**src/rtl/parc_pipe_stall_ctrl_pkg.sv**
```systemverilog
// rtl/parc_pipe_stall_ctrl_pkg.sv - shared encodings for the PARCv2 pipeline stall controller
package parc_pipe_stall_ctrl_pkg;

    typedef enum logic {
        IDLE = 1'b0,
        BUSY = 1'b1
    } muldiv_state_e;

    // Bit positions of the individual stall sources in the controller's source vector.
    localparam int STALL_SRC_W        = 5;
    localparam int STALL_SRC_EXT_W    = 0;
    localparam int STALL_SRC_LOAD_M   = 1;
    localparam int STALL_SRC_MULDIV_X = 2;
    localparam int STALL_SRC_MEM_X    = 3;
    localparam int STALL_SRC_HAZARD_D = 4;

endpackage

```
**src/rtl/parc_pipe_stall_ctrl_muldiv_seq.sv**
```systemverilog
// rtl/parc_pipe_stall_ctrl_muldiv_seq.sv - muldiv request/response sequencer with busy-cycle counter
module parc_muldiv_seq #(
    parameter int CNT_W = 16
) (
    input  logic             clk,
    input  logic             reset,
    input  logic             inst_val_Xhl,
    input  logic             is_muldiv_Xhl,
    input  logic             stall_Mhl,
    input  logic             muldivreq_rdy,
    input  logic             muldivresp_val,
    output logic             muldivreq_val,
    output logic             muldivresp_rdy,
    output logic             muldiv_stall_X,
    output logic             muldiv_busy,
    output logic [CNT_W-1:0] muldiv_cycles
);
    import parc_pipe_stall_ctrl_pkg::*;

    localparam logic [CNT_W-1:0] CNT_MAX = {CNT_W{1'b1}};
    localparam logic [CNT_W-1:0] CNT_ONE = {{(CNT_W-1){1'b0}}, 1'b1};

    muldiv_state_e    state_q, state_d;
    logic [CNT_W-1:0] cycles_q, cycles_d;

    // State and counter registers; the muldiv unit resets on the same edge, so no stale response survives.
    always_ff @(posedge clk) begin
        if (reset) begin
            state_q  <= IDLE;
            cycles_q <= '0;
        end else begin
            state_q  <= state_d;
            cycles_q <= cycles_d;
        end
    end

    // Handshake and next state: issue once from IDLE, hold until accepted, retire only when M can take it.
    always_comb begin
        state_d        = state_q;
        muldivreq_val  = 1'b0;
        muldivresp_rdy = 1'b0;
        case (state_q)
            IDLE: begin
                muldivreq_val = inst_val_Xhl & is_muldiv_Xhl;
                if (muldivreq_val & muldivreq_rdy) begin
                    state_d = BUSY;
                end
            end
            BUSY: begin
                if (muldivresp_val & ~stall_Mhl) begin
                    muldivresp_rdy = 1'b1;
                    state_d        = IDLE;
                end
            end
            default: state_d = IDLE;
        endcase
    end

    // Saturating count of cycles spent waiting on the muldiv unit.
    always_comb begin
        cycles_d = cycles_q;
        if ((state_q == BUSY) && (cycles_q != CNT_MAX)) begin
            cycles_d = cycles_q + CNT_ONE;
        end
    end

    assign muldiv_busy    = (state_q == BUSY);
    assign muldiv_stall_X = inst_val_Xhl & is_muldiv_Xhl & ~(muldiv_busy & muldivresp_val);
    assign muldiv_cycles  = cycles_q;

endmodule

```
**src/rtl/parc_pipe_stall_ctrl.sv**
```systemverilog
// rtl/parc_pipe_stall_ctrl.sv - PARCv2 stall chain, bubbles, dmem gating and response queue
module parc_pipe_stall_ctrl #(
    parameter int CNT_W = 16
) (
    input  logic             clk,
    input  logic             reset,
    input  logic             inst_val_Xhl,
    input  logic             is_muldiv_Xhl,
    input  logic             is_mem_Xhl,
    input  logic             is_load_Mhl,
    input  logic             hazard_stall_Dhl,
    input  logic             stall_ext_Whl,
    input  logic             muldivreq_rdy,
    input  logic             muldivresp_val,
    input  logic             dmemreq_rdy,
    input  logic             dmemresp_val,
    output logic             muldivreq_val,
    output logic             muldivresp_rdy,
    output logic             dmemreq_val,
    output logic             dmemresp_queue_en_Mhl,
    output logic             dmemresp_queue_val_Mhl,
    output logic             stall_Fhl,
    output logic             stall_Dhl,
    output logic             stall_Xhl,
    output logic             stall_Mhl,
    output logic             stall_Whl,
    output logic             bubble_Xhl,
    output logic             bubble_Mhl,
    output logic             bubble_Whl,
    output logic             muldiv_busy,
    output logic [CNT_W-1:0] muldiv_cycles
);
    import parc_pipe_stall_ctrl_pkg::*;

    logic                   queue_val_q, queue_val_d;
    logic                   muldiv_stall_X;
    logic [STALL_SRC_W-1:0] stall_src;

    parc_muldiv_seq #(
        .CNT_W (CNT_W)
    ) u_muldiv_seq (
        .clk            (clk),
        .reset          (reset),
        .inst_val_Xhl   (inst_val_Xhl),
        .is_muldiv_Xhl  (is_muldiv_Xhl),
        .stall_Mhl      (stall_Mhl),
        .muldivreq_rdy  (muldivreq_rdy),
        .muldivresp_val (muldivresp_val),
        .muldivreq_val  (muldivreq_val),
        .muldivresp_rdy (muldivresp_rdy),
        .muldiv_stall_X (muldiv_stall_X),
        .muldiv_busy    (muldiv_busy),
        .muldiv_cycles  (muldiv_cycles)
    );

    // Raw stall sources. The memory source here is only the "dmem not ready" part;
    // its "M is stalled" part is already covered by stall_Mhl in the chain below.
    always_comb begin
        stall_src                     = '0;
        stall_src[STALL_SRC_EXT_W]    = stall_ext_Whl;
        stall_src[STALL_SRC_LOAD_M]   = is_load_Mhl & ~queue_val_q & ~dmemresp_val;
        stall_src[STALL_SRC_MULDIV_X] = muldiv_stall_X;
        stall_src[STALL_SRC_MEM_X]    = inst_val_Xhl & is_mem_Xhl & ~dmemreq_rdy;
        stall_src[STALL_SRC_HAZARD_D] = hazard_stall_Dhl;
    end

    // Stalls propagate from W back to F; a bubble enters a stage whose upstream stalls while it moves.
    always_comb begin
        stall_Whl  = stall_src[STALL_SRC_EXT_W];
        stall_Mhl  = stall_Whl | stall_src[STALL_SRC_LOAD_M];
        stall_Xhl  = stall_Mhl | stall_src[STALL_SRC_MULDIV_X] | stall_src[STALL_SRC_MEM_X];
        stall_Dhl  = stall_Xhl | stall_src[STALL_SRC_HAZARD_D];
        stall_Fhl  = stall_Dhl;
        bubble_Xhl = stall_Dhl & ~stall_Xhl;
        bubble_Mhl = stall_Xhl & ~stall_Mhl;
        bubble_Whl = stall_Mhl & ~stall_Whl;
    end

    // Only issue the dmem request on the cycle X actually moves, so each memory op issues once.
    assign dmemreq_val = inst_val_Xhl & is_mem_Xhl & ~stall_Mhl;

    // Park a load response that arrives while M is held; the entry frees as soon as M advances.
    always_comb begin
        dmemresp_queue_en_Mhl = is_load_Mhl & dmemresp_val & stall_Mhl & ~queue_val_q;
        queue_val_d           = queue_val_q;
        if (dmemresp_queue_en_Mhl) begin
            queue_val_d = 1'b1;
        end else if (~stall_Mhl) begin
            queue_val_d = 1'b0;
        end
    end

    // Queue-valid register.
    always_ff @(posedge clk) begin
        if (reset) begin
            queue_val_q <= 1'b0;
        end else begin
            queue_val_q <= queue_val_d;
        end
    end

    assign dmemresp_queue_val_Mhl = queue_val_q;

    a_no_resp_overrun: assert property (@(posedge clk) disable iff (reset)
        !(queue_val_q && dmemresp_val));

endmodule

```
**config.mk**
```make
export PLATFORM = sky130hd
export DESIGN_NAME = parc_pipe_stall_ctrl
export DESIGN_NICKNAME = d
export VERILOG_FILES = /design/src/rtl/parc_pipe_stall_ctrl_pkg.sv /design/src/rtl/parc_pipe_stall_ctrl_muldiv_seq.sv /design/src/rtl/parc_pipe_stall_ctrl.sv
export SDC_FILE = /design/constraint.sdc
export NUM_CORES = 1
export LEC_CHECK = 0
export ABC_AREA = 1
export CORE_ASPECT_RATIO = 0.5
export CORE_MARGIN = 5
export CORE_UTILIZATION = 25
export DETAILED_ROUTE_END_ITERATION = 12
export PLACE_DENSITY_LB_ADDON = 0.2
export SETUP_SLACK_MARGIN = 0.05
export SYNTH_ARGS = -nofsm -noshare
export SYNTH_HDL_FRONTEND = slang
export SYNTH_SLANG_ARGS = --single-unit
```
**constraint.sdc**
```tcl
create_clock -name clk -period 3.6 [get_ports clk]
set_input_delay 1.08 -clock clk [delete_from_list [all_inputs] [get_ports clk]]
set_output_delay 1.08 -clock clk [all_outputs]
set_load 0.02 [all_outputs]
```
==> results.sh, run 1 <==
export IMPL_hp_class="flip-flop to flip-flop"
export IMPL_dieArea_sq_mm=0.00615
export IMPL_drv_cap=0
export IMPL_holdWs_ns=0.519
export IMPL_synth_edf_count=0
export IMPL_skew_ns=0.00136
export IMPL_gp_congestion=0.832
export IMPL_drt_iter0_markers=64
export IMPL_final_nets=255
export IMPL_grt_usage_pct=11.1
export IMPL_crit_fanout=3
export IMPL_fin_util_pct=38.5
export IMPL_ios=42
export IMPL_antenna_found_initial=0
export IMPL_cts_buffers=3
export IMPL_required_ns=2.52
export IMPL_worstSetupStartpointType="input port"
export IMPL_seq_area_sq_um=360
export IMPL_syn_nets=205
export IMPL_portBuffers=41
export IMPL_wl_per_cell_um=10.6
export IMPL_fin_crit_sh_pct=94.4
export IMPL_die_h_um=58.0
export IMPL_drive_gt1_share_pct=10.8
export IMPL_ff2ff_setup_slack_ns=2.04
export IMPL_min_period_ns=3.40
export IMPL_syn_inst=192
export IMPL_cts_tree="yes"
export IMPL_netlist_top_cells_area="dfxtp_1 31%, nor2_1 16%, nand2_1 14%"
export IMPL_nFillCells=496
export IMPL_maxSlewViolCount=0
export IMPL_diodes=0
export IMPL_clockBufferDepth=2
export IMPL_clk_pin_slew_ns=0.07
export IMPL_num_rows=17
export IMPL_fmax_mhz=294
export IMPL_die_w_um=106
export IMPL_synth_warnings=0
export IMPL_yosys_register_bits=18
export IMPL_core_sq_mm=0.00442
export IMPL_worst_slew_pin_slew_ns=0.523
export IMPL_drc_errors=0
export IMPL_synth_cell_type_count=23
export IMPL_start_util_pct=26.0
export IMPL_powerDensity_mw_per_mm2=262
export IMPL_ctsHoldBuffers=0
export IMPL_htreeDepth=1
export IMPL_wirelength_um=3140
export IMPL_grt_pass1_wl_um=5680
export IMPL_status="finished, final reports clean"
export IMPL_synth_cells_most_frequent="49 x nor2_1, 43 x nand2_1, 24 x inv_1, 19 x nand3_1, 18 x dfxtp_1"
export IMPL_grt_pass1_vias=1276
export IMPL_syn_area_sq_mm=0.00115
export IMPL_fin_area_sq_mm=0.00170
export IMPL_critPathArrivalTime_ns=2.32
export IMPL_dp_hpwl_um=2480
export IMPL_critPathKind="input port to output port"
export IMPL_syn_to_final_growth_pct=47.8
export IMPL_yosysSeqAreaShare_pct=31.3
export IMPL_yosysTopAreaCellShare_pct=31.3
export IMPL_vias=1299
export IMPL_synthArstFlopShare_pct=0
export IMPL_yosys_cell_count_top_type="nor2_1"
export IMPL_p_leak_nw=0.765
export IMPL_vdd_ir_drop_max_mv=0.110
export IMPL_dpl_cell_area_sq_mm=0.00167
export IMPL_drt_vias_per_instance=4.36
export IMPL_grt_overflow=0
export IMPL_root_buffer="clkbuf_8"
export IMPL_rsz0062_at_grt="true"
export IMPL_setup_viol=0
export IMPL_syn_avg_cell_area_sq_um=6.00
export IMPL_antenna_left=0
export IMPL_hold_violations=0
export IMPL_synth_area_leader_cell="dfxtp_1"
export IMPL_multi_input_area_sq_um=662
export IMPL_grt_max_degree=17
export IMPL_yosys_most_used_dff="dfxtp_1"
export IMPL_clk_latency_ns=0.26
export IMPL_first_pass_iters=4
export IMPL_cp_end_kind="output port"
export IMPL_slew_headroom_pct=65.1
export IMPL_cts_sinks=18
stage by stage:
stage | setup TNS (ns) | setup slack, ns | std cells | power (W)
6_report | 0 | 0.203 | 298 | 0.000447
5_1_grt | 0 | 0.0107 | 298 | 0.000469
4_1_cts | 0 | 0.0552 | 298 | 0.000454
3_5_place_dp | -0.789 | -0.108 | 294 | 0.000284
3_3_place_gp | -0.545 | -0.0951 | 294 | 0.000284
2_1_floorplan | 0 | 0.465 | 192 | 0.000243
critical path, cell delays in order:
cell and delay, ns:
clkdlybuf4s50_1 0.45, inv_1 0.05, nor2_1 0.08, nand2_1 0.07, nand2_1 0.10, inv_1 0.08
nand2_1 0.08, dlygate4sd2_1 0.33
layer usage:
metal / track usage, % / wire length [um]
met3: 3.67 / 271
met4: 2.21 / 23
met5: 0 / 0
met2: 18.8 / 1380
met1: 14.0 / 1470
area by class of cell:
cell class / instances / share of cell area [%]
clock buffer: 4 / 3.23
sequential: 18 / 21.2
timing repair buffer: 50 / 27.0
inverter: 25 / 5.51
tap: 57 / 4.19
multi-input combinational: 144 / 38.9
final timing paths:
kind / endpoint / from / depth (start not counted)
worst max-delay path: stall_Xhl / is_load_Mhl / 8
worst min-delay path: u_muldiv_seq.muldiv_cycles[1] / u_muldiv_seq.muldiv_cycles[1] / 2
worst min register to register: u_muldiv_seq.muldiv_cycles[1] / u_muldiv_seq.muldiv_cycles[1] / 2
worst max register to register: u_muldiv_seq.muldiv_cycles[10] / u_muldiv_seq.muldiv_cycles[0] / 6
placed cells by master, fill, tap and decap left out, drive strengths merged, types with 7 or more instances in the layout:
master         instances
nor2                  53
clkbuf                 7
dfxtp                 18
nand2                 46
inv                   25
nand3                 20
buf                    9
a21oi                 13
clkdlybuf4s50         30
sequential cells by signal, indices dropped and copies added (netlist names):
signal	flops
u_muldiv_seq.muldiv_busy	1
dmemresp_queue_val_Mhl	1
u_muldiv_seq.muldiv_cycles	16
where the power goes:
group,total (W),switching [W],internal [W]
Clock,0.000172,0.0000747,0.0000974
Combinational,0.0000706,0.0000357,0.0000349
Sequential,0.000204,0.00000245,0.000202
Total,0.000447,0.000113,0.000334
logic make-up after synthesis:
family,Yosys count,synth area share [%]
and+or+nand+nor,127,49.4
buffers and inverters,30,11.3
AOI/OAI and AO/OA,16,6.95
DFF,18,31.3
adders and majority gates,1,1.09
timing repair:
item,4_1_cts,5_1_grt
hold endpoints to repair,0,0
setup endpoints to repair,10,8
gates resized for setup,10,10
buffers inserted,0,0
Power figures use the tool's default switching activity.
==> run 2: changes to the inputs <==
--- a/config.mk
+++ b/config.mk
@@ -9,6 +9,7 @@
 export CORE_ASPECT_RATIO = 0.5
 export CORE_MARGIN = 5
 export CORE_UTILIZATION = 25
+export CTS_CLUSTER_DIAMETER = 120
 export DETAILED_ROUTE_END_ITERATION = 12
 export PLACE_DENSITY_LB_ADDON = 0.2
 export SETUP_SLACK_MARGIN = 0.05
==> results of run 2 <==
Same layout as run 1: the final DEF is identical, and so are final timing and power.
